--- src/rtl/noise_reg_interface.sv ---
// noise_reg_interface: CPU register decode, control fields, strobes and status read for the APU noise channel
module noise_reg_interface #(
  parameter logic [15:0] BASE_ADDR = 16'h400C,
  parameter logic [15:0] STATUS_ADDR = 16'h4015,
  parameter int ENABLE_BIT = 3
) (
  input  logic        clk,
  input  logic        rst_l,
  input  logic        cpu_clk_en,
  input  logic [15:0] addr,
  input  logic [7:0]  data_in,
  input  logic        we,
  input  logic        re,
  input  logic        length_non_zero,
  output logic [7:0]  data_out,
  output logic [3:0]  vol,
  output logic        const_vol,
  output logic        length_halt,
  output logic [3:0]  timer_period_in,
  output logic        mode,
  output logic [4:0]  length_load_data,
  output logic        length_load,
  output logic        env_load,
  output logic        disable_l
);
  logic wr_ctl, wr_per, wr_len, wr_st, rd_st;
  logic [7:0] rd_val;
  always_comb begin
    wr_ctl = we && addr == BASE_ADDR;
    wr_per = we && addr == BASE_ADDR + 16'd2;
    wr_len = we && addr == BASE_ADDR + 16'd3;
    wr_st  = we && addr == STATUS_ADDR;
    rd_st  = re && addr == STATUS_ADDR;
    rd_val = rd_st ? 8'(length_non_zero) << ENABLE_BIT : 8'h00;
  end
  always_ff @(posedge clk or negedge rst_l)
    if (!rst_l) begin
      data_out         <= 8'h00;
      vol              <= 4'h0;
      const_vol        <= 1'b0;
      length_halt      <= 1'b0;
      timer_period_in  <= 4'h0;
      mode             <= 1'b0;
      length_load_data <= 5'h00;
      length_load      <= 1'b0;
      env_load         <= 1'b0;
      disable_l        <= 1'b0;
    end else if (cpu_clk_en) begin
      data_out    <= rd_val;
      length_load <= wr_len;
      env_load    <= wr_len;
      if (wr_ctl) {length_halt, const_vol, vol} <= data_in[5:0];
      if (wr_per) {mode, timer_period_in} <= {data_in[7], data_in[3:0]};
      if (wr_len) length_load_data <= data_in[7:3];
      if (wr_st) disable_l <= data_in[ENABLE_BIT];
    end
endmodule

--- config.mk ---
export PLATFORM = sky130hd
export DESIGN_NAME = noise_reg_interface
export DESIGN_NICKNAME = d
export VERILOG_FILES = /design/src/rtl/noise_reg_interface.sv
export SDC_FILE = /design/constraint.sdc
export NUM_CORES = 1
export LEC_CHECK = 0
export ABC_AREA = 1
export CELL_PAD_IN_SITES_DETAIL_PLACEMENT = 1
export CELL_PAD_IN_SITES_GLOBAL_PLACEMENT = 2
export CORE_ASPECT_RATIO = 1.2
export CORE_MARGIN = 3
export CORE_UTILIZATION = 20
export CTS_CLUSTER_SIZE = 30
export DETAILED_ROUTE_END_ITERATION = 8
export PLACE_DENSITY_LB_ADDON = 0.1
export SETUP_SLACK_MARGIN = 0.02
export SLEW_MARGIN = 30
export SYNTH_ARGS = -nofsm -noshare
export SYNTH_HDL_FRONTEND = slang
export SYNTH_SLANG_ARGS = --single-unit
--- constraint.sdc ---
create_clock -name clk -period 0.8 [get_ports clk]
set_input_delay 0.24 -clock clk [delete_from_list [all_inputs] [get_ports clk]]
set_output_delay 0.24 -clock clk [all_outputs]
set_load 0.01 [all_outputs]
==> reports/metrics.csv <==
metric,value,unit
crit path capture type,primary output,
Final setup viols,39,
final worst slack,-0.237,ns
vias in the first global route,1255,
DRC Markers,0,
Clock Path Buffers,2,
hold-fix buffers at CTS,0,
diodes inserted,0,
root buffer cell,clkbuf_8,
final clock skew,0,ns
Die Ht,83.6,um
wire length per cell,13.5,um
leakage,0.00114,uW
Max VDD drop,513,uV
Synth Register Bits,19,
gr ovfl total,0,
Worst Setup Start Kind,register,
Clock transition at path regs,0.07,ns
Core Area,4730,um2
pin count of the biggest net entering global routing,20,
CP peak stage delay,0.39,ns
maxcap violations,0,
CTS sink cnt,19,
hold slack,0.312,ns
Top delay family on crit path,flip-flops,
WP data arrival,0.80,ns
crit share post-route,130,%
DR vias,1137,
Pre-antenna DRT Iters,2,
1st-iter DRT viols,21,
row cnt,27,
pwr dens,909,nW/um2
first-pass GRT wire length,6000,um
final hold viol count,0,
Nets,245,
Crit Path Max Fanout,2,
post-synthesis instance total,113,
Final min period,1.04,ns
vias per cell,4.18,
Worst-Skew Late Latency,0.26,ns
failing checks,negative setup slack,
Ports,57,
Synth Area per Inst,8.89,um2
GRT Util Overall,12.7,%
port buffer count,49,
Placer Congestion,0.678,
Die X,70.7,um
Area Growth Syn to Fin,117,%
RSZ-0062 raised after global routing,yes,
TritonCTS buffer count,3,
crit path buf inv count,1,
outcome,"finished, violations left",
kind of critical path,register to primary output,
FMAX,0.964,GHz
"Cell Area, Synth",1000,um2
"Slowest-stage cell, CP",dfrtp_1,
Antenna Nets Post-Route,0,
"wirelength, routed",3670,um
CTS tree,done,
WP data required,0.56,ns
crit-path cells,buf_2,
H-tree levels,1,
layout cell share with drive strength beyond 1,69.6,%
initial core utilization,21.2,%
hold crit path type,input port to register,
initial antenna violation count,0,
"Seq/Total Area, Yosys",47.3,%
synth unique cells,18,
Post-DP HPWL,2310,um
die area,5910,um2
Synth Warn #,0,
final count of pins violating max slew,0,
pre-CTS setup slack,-0.978,ns
==> cells in the mapped netlist, drive strengths merged <==
cell type	number	area [um2]
and2	1	6.26
buf	10	82.6
conb	1	3.75
dfrtp	19	475
inv	17	63.8
nand2	28	118
nand3	6	45.0
nand4	1	6.26
nor2	9	41.3
nor3	3	30.0
o21ai	17	126
o22ai	1	6.26
==> worst register-to-register path, stage by stage, from the launching register on <==
cell,delay (ns)
dfrtp_1,0.39
buf_4,0.13
buf_4,0.12
buf_4,0.13
nand2_4,0.05
o21ai_2,0.04
==> power breakdown <==
group	leakage, uW	internal (uW)	switching [uW]
logic	0.000850	183	166
clock network	0.0000255	346	323
registers	0.000260	960	0.0870
==> state kept, by name, indices dropped and copies added (netlist names) <==
register	flops
vol	4
data_out	1
const_vol	1
timer_period_in	4
length_load_data	5
env_load	1
length_halt	1
mode	1
disable_l	1
==> cells in the final DEF (no fill, tap or decap), drive strengths merged <==
cell type	n
and2	1
buf	88
clkbuf	4
clkdlybuf4s50	11
clkinv	1
conb	7
dfrtp	19
inv	17
nand2	28
nand3	7
nand4	1
nor2	9
nor3	3
o21ai	17
o22ai	1
==> cells by family after synthesis <==
kind of cell / count (synthesis) / synth area share [%]
compound gates: 18 / 13.2
buf+inv: 27 / 14.6
flops: 19 / 47.3
other cells: 1 / 0.373
simple gates: 48 / 24.5
==> stage by stage <==
| stage | cells | setup TNS, ns | util, % | power (uW) | instance area [um2] |
|---|---|---|---|---|---|
| after floorplan | 119 | -3.81 | - | 1080 | 1050 |
| after global placement | 238 | -22.73 | 36.6 | 1260 | 1730 |
| after detailed placement | 238 | -23.12 | 36.6 | 1270 | 1730 |
| after CTS | 263 | -7.93 | 42.0 | 1970 | 1990 |
| after global routing | 272 | -8.68 | 46.0 | 2090 | 2180 |
| final | 272 | -7.27 | 46.0 | 1980 | 2180 |
==> per-layer routing <==
layer,global-route usage [%],wire length [um],vias to the layer above
met5,0,0,-
met4,5.64,53,0
met3,2.65,225,4
met2,23.1,2040,38
met1,13.8,1350,552
li1,-,-,543
==> final cells by class <==
| type | instances | area, um2 |
|---|---|---|
| inverters | 17 | 73.8 |
| clock inverters | 1 | 5.00 |
| multi-input cells | 74 | 647 |
| repair buffers | 100 | 861 |
| fillers | 550 | 2550 |
| flip-flops and latches | 19 | 475 |
| well taps | 58 | 72.6 |
| clock buffers | 3 | 41.3 |
==> repair_timing <==
| action | 4_1_cts | 5_1_grt |
|---|---|---|
| buffers inserted | 18 | 9 |
| setup endpoints to repair | 39 | 39 |
| pin swaps | 26 | 16 |
| gates resized for setup | 191 | 28 |
| gates cloned | 3 | 0 |
==> final timing paths <==
| kind | from | end | slack (ns) | cells past startpoint |
|---|---|---|---|---|
| min in group asynchronous | rst_l | const_vol$_DFFE_PN0P_ | 0.32 | 2 |
| max | vol[0]$_DFFE_PN0P_ | vol[0] | -0.24 | 1 |
| max reg2reg | length_halt$_DFFE_PN0P_ | length_halt$_DFFE_PN0P_ | -0.18 | 5 |
| min reg2reg | env_load$_DFFE_PN0P_ | env_load$_DFFE_PN0P_ | 0.55 | 2 |
| max in group asynchronous | rst_l | length_load_data[2]$_DFFE_PN0P_ | 0.34 | 2 |
| min | cpu_clk_en | env_load$_DFFE_PN0P_ | 0.31 | 3 |
Power figures use the tool's default switching activity.
